## src/rtl/store_queue.sv

```systemverilog
// Store queue: lane-aligns memory-stage stores, builds byte strobes, flags misaligned requests, buffers DEPTH entries for the data bus.
// Latency: 1 cycle from accepted push to out_valid on an empty queue; head outputs come straight from entry registers.
// Backpressure: in_ready = not full (no push-through on a full pop); the head holds stable while out_valid & !out_ready.
// Optional: define STORE_QUEUE_MERGE_EN to merge a store into the youngest non-head entry with the same aligned address.
module store_queue #(
  parameter int DATA_WIDTH = 32,
  parameter int ADDR_WIDTH = 32,
  parameter int DEPTH      = 4
) (
  input  logic                          clk,
  input  logic                          resetn,
  input  logic                          in_valid,
  output logic                          in_ready,
  input  logic [ADDR_WIDTH-1:0]         in_addr,
  input  logic [DATA_WIDTH-1:0]         in_data,
  input  logic [1:0]                    in_size,
  output logic                          misalign,
  output logic                          out_valid,
  input  logic                          out_ready,
  output logic [ADDR_WIDTH-1:0]         out_addr,
  output logic [DATA_WIDTH-1:0]         out_data,
  output logic [DATA_WIDTH/8-1:0]       out_strobe,
  input  logic [ADDR_WIDTH-1:0]         ld_addr,
  output logic                          ld_hit,
  output logic [$clog2(DEPTH+1)-1:0]    count
);

  localparam int B  = DATA_WIDTH / 8;
  localparam int L  = $clog2(B);
  localparam int PW = $clog2(DEPTH);
  localparam int CW = $clog2(DEPTH+1);

  logic [ADDR_WIDTH-1:0] addr_q [DEPTH];
  logic [DATA_WIDTH-1:0] data_q [DEPTH];
  logic [B-1:0]          strb_q [DEPTH];
  logic [DEPTH-1:0]      vld_q;
  logic [PW-1:0]         wr_ptr;
  logic [PW-1:0]         rd_ptr;
  logic [PW-1:0]         youngest;
  logic [CW-1:0]         cnt_q;

  logic [L-1:0]          off;
  logic [ADDR_WIDTH-1:0] aligned_addr;
  logic [DATA_WIDTH-1:0] lane_data;
  logic [15:0]           strb_wide;
  logic [B-1:0]          lane_strobe;
  logic                  bad_align;
  logic                  full;
  logic                  merge_hit;
  logic                  accept;
  logic                  push;
  logic                  mrg;
  logic                  pop;
  logic                  unused_bits;

  assign off          = in_addr[L-1:0];
  assign aligned_addr = {in_addr[ADDR_WIDTH-1:L], {L{1'b0}}};
  assign lane_data    = in_data << {off, 3'b000};
  assign lane_strobe  = strb_wide[B-1:0];
  assign youngest     = wr_ptr - PW'(1);
  assign full         = (cnt_q == CW'(DEPTH));
  assign unused_bits  = ^{ld_addr[L-1:0], strb_wide[15:B]};

  // Byte-enable pattern for the access size, shifted into the addressed lane.
  always_comb begin
    strb_wide = 16'h0000;
    case (in_size)
      2'd0:    strb_wide = 16'h0001 << off;
      2'd1:    strb_wide = 16'h0003 << off;
      2'd2:    strb_wide = 16'h000F << off;
      default: strb_wide = 16'h00FF << off;
    endcase
  end

  // Alignment check; a dword can never fit a 32-bit bus, so it is always illegal there.
  always_comb begin
    bad_align = 1'b0;
    case (in_size)
      2'd1:    bad_align = in_addr[0];
      2'd2:    bad_align = |in_addr[1:0];
      2'd3:    bad_align = (|in_addr[2:0]) || (DATA_WIDTH == 32);
      default: bad_align = 1'b0;
    endcase
    misalign = in_valid & bad_align;
  end

`ifdef STORE_QUEUE_MERGE_EN
  // With two or more entries the youngest is never the head, so merging cannot disturb a head on the bus.
  assign merge_hit = in_valid & ~bad_align & (cnt_q >= CW'(2)) &
                     (addr_q[youngest][ADDR_WIDTH-1:L] == in_addr[ADDR_WIDTH-1:L]);
  assign in_ready  = ~full | merge_hit;
`else
  assign merge_hit = 1'b0;
  assign in_ready  = ~full;
`endif

  // A misaligned handshake is accepted and dropped; only aligned accepts touch the storage.
  assign accept    = in_valid & in_ready & ~misalign;
  assign push      = accept & ~merge_hit;
  assign mrg       = accept & merge_hit;
  assign out_valid = (cnt_q != '0);
  assign pop       = out_valid & out_ready;
  assign count     = cnt_q;
  assign out_addr   = addr_q[rd_ptr];
  assign out_data   = data_q[rd_ptr];
  assign out_strobe = strb_q[rd_ptr];

  // Load hazard: any valid entry sharing the bus-aligned word address.
  always_comb begin
    ld_hit = 1'b0;
    for (int i = 0; i < DEPTH; i++) begin
      if (vld_q[i] && (addr_q[i][ADDR_WIDTH-1:L] == ld_addr[ADDR_WIDTH-1:L])) begin
        ld_hit = 1'b1;
      end
    end
  end

  // Entry storage, pointers and occupancy; push and pop target different slots whenever both fire.
  always_ff @(posedge clk or negedge resetn) begin
    if (!resetn) begin
      for (int i = 0; i < DEPTH; i++) begin
        addr_q[i] <= '0;
        data_q[i] <= '0;
        strb_q[i] <= '0;
      end
      vld_q  <= '0;
      wr_ptr <= '0;
      rd_ptr <= '0;
      cnt_q  <= '0;
    end else begin
      if (push) begin
        addr_q[wr_ptr] <= aligned_addr;
        data_q[wr_ptr] <= lane_data;
        strb_q[wr_ptr] <= lane_strobe;
        vld_q[wr_ptr]  <= 1'b1;
        wr_ptr         <= wr_ptr + PW'(1);
      end
      if (mrg) begin
        for (int b = 0; b < B; b++) begin
          if (lane_strobe[b]) begin
            data_q[youngest][b*8 +: 8] <= lane_data[b*8 +: 8];
          end
        end
        strb_q[youngest] <= strb_q[youngest] | lane_strobe;
      end
      if (pop) begin
        vld_q[rd_ptr] <= 1'b0;
        rd_ptr        <= rd_ptr + PW'(1);
      end
      case ({push, pop})
        2'b10:   cnt_q <= cnt_q + CW'(1);
        2'b01:   cnt_q <= cnt_q - CW'(1);
        default: cnt_q <= cnt_q;
      endcase
    end
  end

endmodule

```

## config.mk

```make
export PLATFORM = sky130hd
export DESIGN_NAME = store_queue
export DESIGN_NICKNAME = d
export VERILOG_FILES = /design/src/rtl/store_queue.sv
export SDC_FILE = /design/constraint.sdc
export NUM_CORES = 1
export LEC_CHECK = 0
export CAP_MARGIN = 20
export CELL_PAD_IN_SITES_DETAIL_PLACEMENT = 1
export CELL_PAD_IN_SITES_GLOBAL_PLACEMENT = 1
export CORE_MARGIN = 2
export CORE_UTILIZATION = 50
export DETAILED_ROUTE_END_ITERATION = 8
export HOLD_SLACK_MARGIN = 0.12
export PLACE_DENSITY = 0.91
export SLEW_MARGIN = 30
export SYNTH_ARGS = -nofsm -noshare
export SYNTH_HDL_FRONTEND = slang
export SYNTH_SLANG_ARGS = --single-unit
export TNS_END_PERCENT = 100
```

## constraint.sdc

```tcl
create_clock -name clk -period 3.25 [get_ports clk]
set_clock_uncertainty 0.15 [all_clocks]
set_input_delay 0.65 -clock clk [delete_from_list [all_inputs] [get_ports clk]]
set_output_delay 0.65 -clock clk [all_outputs]
set_load 0.01 [all_outputs]
```

==> flow_summary.json, run 1 <==
{
  "status": "finished, violations left",
  "violations": "setup timing",
  "final-setup-viol-count": 1,
  "vdd_ir_drop_max_mv": 0.568,
  "cp_max_fo": 3,
  "nets": 1296,
  "power_mw": 19.8,
  "row_count": 62,
  "yosys_register_bits": 275,
  "grt_pass1_vias": 11300,
  "clock_path_buffers": 3,
  "dieHeight_um": 174,
  "n_antenna_cell": 0,
  "syn_area_um2": 14400,
  "cp-end-kind": "primary output",
  "worst_slack_ps": -116,
  "swShare_pct": 36.2,
  "hold_start": "data_q[40]",
  "postSynthCellCount": 966,
  "relSlewSlack_pct": 47.6,
  "port-buffer-count": 172,
  "p_leak_nw": 8.20,
  "ant_nets": 0,
  "dieWidth_um": 174,
  "synth.most_common_cell": "dfrtp_1",
  "tritoncts": "built",
  "place.gp.congestion": 0.889,
  "required_ps": 2450,
  "crit_type": "primary input to primary output",
  "top_usage_layer": "met2",
  "htreeDepth": 1,
  "use_met1_pct": 42.3,
  "coreArea_um2": 28500,
  "switching_power_mw": 7.16,
  "vias_per_cell": 6.28,
  "cts.sinks": 275,
  "final_util_pct": 64.6,
  "drt-wirelength-per-cell_um": 32.8,
  "grt_max_degree": 86,
  "pwr-share-seq_pct": 34.6,
  "antenna_found_initial": 0,
  "ys_types": 34,
  "grt_pass1_wl_mm": 77.2,
  "preCtsSetupSlack_ps": -508,
  "drcViolationCount": 0,
  "min_path_cells": 1,
  "ios": 177,
  "hpwl_mm": 31.4,
  "hold_class": "flop to flop",
  "grt_use_met3_pct": 5.75,
  "use_met2_pct": 58.5,
  "hold-path-endpoint": "data_q[40]",
  "startpoint_type": "primary input",
  "drive_gt1_share_pct": 42.3,
  "synth_seq_area_share_pct": 47.7,
  "worst_pin_slew_ps": 784,
  "yosys-top-cells-area": "dfrtp_1, mux2_4, mux2_2, mux4_2, xnor2_1",
  "grt-ovfl-total": 0,
  "yosys-top-cells-count": "dfrtp_1, mux2_2, mux2_4, xnor2_1, mux4_2",
  "post-route-min-period_ps": 3370,
  "avgSynthCellArea_um2": 14.9,
  "comb_power_share_pct": 46.6,
  "rr_startpoint": "count[0]",
  "regToRegSetupSlack_ps": 990,
  "clock_latency_ps": 560,
  "vias": 9968,
  "area_delta_synth_final_pct": 28.0,
  "pwr-share-clk_pct": 18.8,
  "drv_cap": 0,
  "drt_pass1_iterations": 5,
  "cts.reportedPaths.clkPinSlew_ps": 60,
  "reg2reg_to": "count[2]",
  "die-area_um2": 30200,
  "synth_flop_cell": "dfrtp_1",
  "start_util_pct": 50.5,
  "hold_violations": 0,
  "drv_slew": 0,
  "yosysWarnings": 0,
  "power_density_nw_per_um2": 1070,
  "async_flop_share_pct": 100,
  "cts-buffers-inserted": 31,
  "routed_wl_mm": 52.1,
  "reg2reg_depth": 11,
  "grt_usage_pct": 34.1,
  "synth_top_area_share_pct": 47.7,
  "power.internal_mw": 12.6,
  "synth_edf_count": 0,
  "synth_top_area_cell": "dfrtp_1",
  "max_freq_mhz": 297,
  "worst_ep_arrival_time_ps": 2570,
  "drt_first_iter_violations": 885,
  "root_buffer": "clkbuf_16",
  "fin_crit_sh_pct": 104
}
-- metal layers --
metal  vias up  share of wire (%)
met4         0                6.1
li1       3934                  -
met1      5254                 37
met3       187                6.9
met2       593                 50
met5         -                  0
-- worst max path at each step --
stage | startpoint | to | slack [ps] | cells past startpoint
final | ld_addr[11] | ld_hit | -120 | 8
after CTS | ld_addr[2] | ld_hit | -70 | 8
after global routing | ld_addr[11] | ld_hit | -70 | 8
after floorplan | rd_ptr[0] | out_data[10] | 820 | 4
after detailed placement | ld_addr[22] | ld_hit | -510 | 7
after global placement | ld_addr[22] | ld_hit | -380 | 7
-- power by group through the flow --
stage | Sequential [mW] | Combinational (mW) | Clock, mW
floorplan | 5.94 | 5.32 | 0
global placement | 6.36 | 8.13 | 0
detailed placement | 6.60 | 8.53 | 0
CTS | 6.64 | 8.94 | 3.71
global route | 6.98 | 9.55 | 3.86
finish | 6.85 | 9.22 | 3.72
-- through the flow --
step           std cells  TNS, ps  hold slack (ps)  area [um2]
3_3_place_gp        1529     -381              334       17000
2_1_floorplan        967        0              204       14400
4_1_cts             1588    -67.2              355       18300
6_report            1588     -116              353       18500
3_5_place_dp        1529     -508              341       17000
5_1_grt             1588    -86.8              369       18500
-- sequential cells by signal (all words and copies together) (netlist names) --
signal  count
vld_q       4
rd_ptr      2
addr_q    120
wr_ptr      2
data_q    128
count       3
strb_q     16
-- timing repair --
item	in CTS	in global routing
setup endpoints to repair	58	18
hold buffers	1	0
gates resized for setup	45	51
pin swaps	5	12
endpoints found under the hold margin	78	0
gates cloned	1	0
buffers inserted	4	0
-- kinds of logic after synthesis --
family / Yosys count / synth area share, %
other cells: 1 / 0.0260
xor+xnor: 125 / 7.60
mux: 347 / 35.1
buf+inv: 83 / 3.50
flops: 275 / 47.7
simple gates: 90 / 3.58
compound gates: 35 / 1.50
fa+ha+maj: 10 / 0.920
-- worst max-delay path, cell delays in order --
cell,delay [ps]
clkdlybuf4s50_1,600
xnor2_1,160
buf_4,150
nand4_1,150
nor4_2,390
nand4_1,170
nand4_1,140
buf_4,150
-- layout by cell type, fill, tap and decap left out, types with 3 or more instances in the layout --
cell type / n
bufinv_16: 5
ha_1: 9
buf_12: 15
nor2_1: 12
a211oi_1: 9
a21oi_1: 9
clkinv_2: 8
mux4_2: 66
mux2_4: 116
nand4_1: 25
xnor2_2: 26
dfrtp_1: 273
xor2_1: 46
xnor2_1: 53
nand2_1: 10
nor4_1: 5
clkbuf_8: 4
clkbuf_1: 4
a2bb2oi_1: 4
nor4_4: 3
clkdlybuf4s50_1: 123
nor4_2: 8
inv_1: 9
clkbuf_16: 31
dlygate4sd2_1: 18
o21ai_0: 11
buf_4: 66
dlymetal6s2s_1: 29
mux2_2: 148
nor2b_1: 9
and2_4: 4
and2_1: 9
mux2i_1: 17
-- layout make-up --
class | count | area (um2)
clock buffers | 39 | 846
multi-input cells | 609 | 7320
inverters | 9 | 33.8
fillers | 2581 | 10100
well taps | 384 | 480
clock inverters | 14 | 198
flip-flops and latches | 275 | 6890
repair buffers | 258 | 2680
Power figures use the tool's default switching activity.
==> run 2, diff against run 1 <==
--- a/config.mk
+++ b/config.mk
@@ -9,10 +9,10 @@
 export CELL_PAD_IN_SITES_DETAIL_PLACEMENT = 1
 export CELL_PAD_IN_SITES_GLOBAL_PLACEMENT = 1
 export CORE_MARGIN = 2
-export CORE_UTILIZATION = 50
+export CORE_UTILIZATION = 25
 export DETAILED_ROUTE_END_ITERATION = 8
 export HOLD_SLACK_MARGIN = 0.12
-export PLACE_DENSITY = 0.91
+export PLACE_DENSITY = 0.54
 export SLEW_MARGIN = 30
 export SYNTH_ARGS = -nofsm -noshare
 export SYNTH_HDL_FRONTEND = slang
==> run 2 against run 1 <==
Effect of this change: combinational power is 6.1% lower; die area rose by 97%; register-to-register slack hardly changed; largest cell class unchanged; critical endpoint is now out_data[2]; sequential cell count did not move; design area up 2.7%; largest power group unchanged; critical path depth down 4; non-clock buffer count is 13 higher; the flow now finishes without violations; clock-buffer cell count is 15 higher; routed wire length down 15%; hold slack worse by 2.8 ps; final cell count up 25%; sequential share of layout area decreased by 0.98 points.
==> flow_summary.json, run 2 (synthesis results as in run 1) <==
{
  "drt_first_iter_violations": 331,
  "worst_pin_slew_ps": 704,
  "cp-end-kind": "primary output",
  "die-area_um2": 59600,
  "cts.reportedPaths.clkPinSlew_ps": 60,
  "vias_per_cell": 4.47,
  "final-setup-viol-count": 0,
  "drv_cap": 0,
  "fin_crit_sh_pct": 98.4,
  "clock_path_buffers": 3,
  "grt_pass1_wl_mm": 66.9,
  "grt-ovfl-total": 0,
  "root_buffer": "clkbuf_16",
  "grt_pass1_vias": 10200,
  "tritoncts": "built",
  "nets": 1313,
  "drv_slew": 0,
  "grt_max_degree": 82,
  "vias": 8909,
  "regMostFlops": "data_q",
  "port-buffer-count": 172,
  "hold_class": "flop to flop",
  "mostFrequentLayoutCell": "dfrtp_1",
  "cts-buffers-inserted": 35,
  "drcViolationCount": 0,
  "post-route-min-period_ps": 3200,
  "ios": 177,
  "setup_tns_ps": 0,
  "dieWidth_um": 244,
  "hpwl_mm": 31.2,
  "grt_usage_pct": 15.0,
  "max_freq_mhz": 313,
  "antenna_found_initial": 0,
  "ant_nets": 0,
  "final_util_pct": 33.0,
  "drive_gt1_share_pct": 41.1,
  "multi_input_area_um2": 7130,
  "vdd_ir_drop_max_mv": 0.532,
  "clock_latency_ps": 540,
  "startpoint_type": "flop",
  "worst_ep_arrival_time_ps": 2400,
  "p_leak_nw": 8.12,
  "regToRegSetupSlack_ps": 1000,
  "fill_cells": 6011,
  "required_ps": 2450,
  "htreeDepth": 2,
  "drt_pass1_iterations": 4,
  "place.gp.congestion": 0.824,
  "worst_slack_ps": 52.6,
  "regArea_um2": 6890,
  "cts.sinks": 275,
  "area_delta_synth_final_pct": 31.5,
  "drt-wirelength-per-cell_um": 22.3,
  "rsz0062_at_grt": "yes",
  "final_cell_mix": "dfrtp_1, mux2_2, mux2_4, clkdlybuf4s50_1, xnor2_1",
  "routed_wl_mm": 44.3,
  "power_density_nw_per_um2": 998,
  "hold_violations": 0,
  "coreArea_um2": 57400,
  "cp_max_fo": 12,
  "start_util_pct": 25.1,
  "power_mw": 18.9,
  "reg.largest.list": "data_q x128, addr_q x120, strb_q x16",
  "status": "completed",
  "crit_type": "flop to primary output",
  "relSlewSlack_pct": 52.6,
  "preCtsSetupSlack_ps": -483,
  "row_count": 88,
  "dieHeight_um": 244,
  "largest_register_ffs": 128,
  "hold_ws_ps": 350
}
==> run 2: cell count changes in the layout (fill, tap and decap cells not counted), sizes merged, moves of 2 or more <==
cell           before  now
dlygate4sd2        18   38
clkbuf             39   55
dlymetal6s2s       29   16
buf                86   98
clkdlybuf4s50     123  116
clkinv              8    3
bufinv              5    1
diode               0    2
==> run 2: cell type report <==
| cell class | count | area share (%) |
|---|---|---|
| timing repair buffer | 271 | 14.7 |
| antenna | 2 | 0.0264 |
| multi-input combinational | 609 | 37.6 |
| tap | 765 | 5.05 |
| clock inverter | 7 | 0.363 |
| clock buffer | 54 | 5.70 |
| sequential | 275 | 36.4 |
| inverter | 9 | 0.178 |
==> run 2: timing repair <==
item,in CTS,in global routing
cloned,1,0
gates resized for setup,49,24
endpoints found under the hold margin,48,0
pin swaps,6,5
hold buffers,1,0
setup buffers,3,0
setup endpoints to repair,46,13
==> run 2: final timing paths <==
path	end	cells past startpoint	from
max in group asynchronous	strb_q[0]	3	resetn
max reg2reg	count[2]	11	count[0]
max	out_data[2]	4	rd_ptr[0]
min in group asynchronous	addr_q[81]	2	resetn
min	data_q[39]	1	data_q[39]
min reg2reg	data_q[39]	1	data_q[39]
==> run 2: metrics by stage <==
stage | cells | cell area (um2)
after CTS | 1990 | 18900
after floorplan | 967 | 14400
after global routing | 1990 | 18900
after global placement | 1924 | 17600
final | 1992 | 18900
after detailed placement | 1924 | 17600
==> run 2: layer usage <==
metal	up-vias	routed length, um	GRT usage (%)
met1	4673	19600	19.4
met4	0	1060	4.43
met3	52	2120	3.06
li1	3978	-	-
met5	-	0	0
met2	206	21500	25.3
==> run 2: worst max-delay path, stage by stage (launching register included) <==
cell             delay [ps]
dfrtp_4                 470
buf_12                  160
buf_12                  170
mux4_2                  530
clkdlybuf4s50_1         520
==> run 2: power by group <==
part | leakage, nW | total, mW | internal (mW) | switching (mW)
Sequential | 3.40 | 6.35 | 5.08 | 1.28
Combinational | 4.16 | 8.66 | 5.20 | 3.46
Clock | 0.561 | 3.90 | 2.36 | 1.54
==> run 3, diff against run 2 <==
==> constraint.sdc (replaced) <==
create_clock -name clk -period 3.1 [get_ports clk]
set_clock_uncertainty 0.15 [all_clocks]
set_input_delay 0.62 -clock clk [delete_from_list [all_inputs] [get_ports clk]]
set_output_delay 0.62 -clock clk [all_outputs]
set_load 0.01 [all_outputs]
==> run 3 against run 2 <==
Effect of this change: worst setup slack better by 4.2 ps; clock power grew 9.2%; design area up 0.87%; die area is the same; combinational power rose by 4.2%; global-route usage grew 0.18 points; sequential power increased by 6.1%; non-clock buffer count rose by 15; hold slack got worse by 1.7 ps; via count up 1.9%; routed wire length up 0.67%; critical path depth is 4 higher.
==> flow_summary.json, run 3 (synthesis results as in run 1) <==
{
  "dieHeight_um": 244,
  "grt-ovfl-total": 0,
  "hold_class": "flop to flop",
  "ios": 177,
  "ant_nets": 0,
  "drt-wirelength-per-cell_um": 22.2,
  "worst_pin_slew_ps": 800,
  "drv_slew": 0,
  "power_density_nw_per_um2": 1050,
  "instances_no_fill": 2008,
  "drive_gt1_share_pct": 42.4,
  "largest_register_ffs": 128,
  "start_util_pct": 25.1,
  "dp.cells": 1926,
  "row_count": 88,
  "relSlewSlack_pct": 46.6,
  "place.gp.congestion": 0.820,
  "final_cell_mix": "dfrtp_1, mux2_2, mux2_4",
  "crit_path_frequent_cell": "nand4_1",
  "grt_max_degree": 90,
  "path_cells": "clkdlybuf4s50_1 > buf_4 > xnor2_1 > nand4_1 > nor4_1 > nand4_1 > nand4_1 > buf_2",
  "cts-buffers-inserted": 36,
  "hold_ws_ps": 348,
  "drt_first_iter_violations": 412,
  "final_util_pct": 33.3,
  "worst_ep_arrival_time_ps": 2270,
  "crit_type": "primary input to primary output",
  "cp-end-kind": "primary output",
  "drv_cap": 0,
  "hpwl_mm": 31.7,
  "grt_pass1_vias": 10200,
  "fill_cells": 5990,
  "dpl_cell_area_um2": 17600,
  "status": "completed",
  "final-setup-viol-count": 0,
  "antenna_found_initial": 2,
  "cp.buffers_inverters": 3,
  "multi_input_area_um2": 7170,
  "drt_pass1_iterations": 4,
  "grt_pass1_wl_mm": 68.0,
  "required_ps": 2330,
  "regMostFlops": "data_q",
  "post-route-min-period_ps": 3040,
  "clock_latency_ps": 550,
  "reg.largest.list": "data_q x128, addr_q x120, strb_q x16",
  "max_stage_delay_ps": 540,
  "vias": 9081,
  "p_leak_nw": 8.27,
  "cp_max_fo": 3,
  "vias_per_cell": 4.52,
  "area_delta_synth_final_pct": 32.6,
  "die-area_um2": 59600,
  "final_area_um2": 19100,
  "cts.reportedPaths.clkPinSlew_ps": 50,
  "root_buffer": "clkbuf_16",
  "nets": 1329,
  "routed_wl_mm": 44.6,
  "mostFrequentLayoutCell": "dfrtp_1",
  "htreeDepth": 2,
  "max_freq_mhz": 329,
  "cts.sinks": 275,
  "fin_crit_sh_pct": 98.2,
  "clock_path_buffers": 3,
  "port-buffer-count": 172,
  "rsz0062_at_grt": "yes",
  "dieWidth_um": 244,
  "vdd_ir_drop_max_mv": 0.437,
  "tritoncts": "built",
  "regArea_um2": 6890,
  "drcViolationCount": 0,
  "coreArea_um2": 57400,
  "hold_violations": 0,
  "cp_top_family": "buffers and inverters",
  "grt_usage_pct": 15.2,
  "startpoint_type": "primary input",
  "cpMaxStageDelayCell": "clkdlybuf4s50_1"
}
[run 3: cell count changes in the layout (fill, tap and decap cells not counted), moves of 3 or more]
cell / change
xnor2_2: +4
dlygate4sd2_1: +22
xnor2_1: -5
clkdlybuf4s50_1: -28
buf_4: +12
clkdlybuf4s15_1: +4
buf_2: +3
[run 3: cell type report]
cell class,count,area share [%]
clock inverter,10,0.714
multi-input combinational,609,37.5
antenna,3,0.0393
sequential,275,36.0
timing repair buffer,286,15.0
tap,765,5.01
inverter,9,0.177
clock buffer,51,5.49
[run 3: layer usage]
layer,global-route usage [%],share of wire (%),routed length [um],up-vias
met1,20.2,45,20100,4799
met3,3.20,4.9,2170,66
met5,0,0.038,17,-
li1,-,-,-,3994
met4,4.64,2.6,1150,2
met2,24.7,48,21200,220
[run 3: path summary, 6_finish.rpt]
path | from | depth (start not counted) | slack (ps) | endpoint
setup / recovery | ld_addr[30] | 8 | 60 | ld_hit
hold / removal | data_q[58] | 1 | 350 | data_q[58]
setup reg to reg | count[0] | 11 | 830 | count[2]
hold reg to reg | data_q[58] | 1 | 350 | data_q[58]
max in group asynchronous | resetn | 3 | 1460 | data_q[87]
min in group asynchronous | resetn | 2 | 510 | addr_q[114]
[run 3: what timing repair did]
| action | CTS | global route |
|---|---|---|
| endpoints found under the setup margin | 67 | 7 |
| buffers inserted | 17 | 1 |
| gates resized for setup | 92 | 26 |
| hold buffers | 1 | 0 |
| pin swaps | 5 | 10 |
| endpoints found under the hold margin | 81 | 0 |
[run 3: report_power, final]
part / switching, mW / internal, mW / total, mW
Combinational: 3.62 / 5.41 / 9.02
Clock: 1.66 / 2.60 / 4.26
Sequential: 1.42 / 5.32 / 6.74
Total: 6.69 / 13.3 / 20.0
[run 3: per-stage QoR]
stage	setup slack (ps)	total power, mW	setup TNS [ps]
floorplan	697	11.8	0
global placement	-636	15.9	-636
detailed placement	-681	16.0	-694
CTS	-27.5	20.3	-32.4
global route	-48.5	21.2	-48.5
finish	56.8	20.0	0
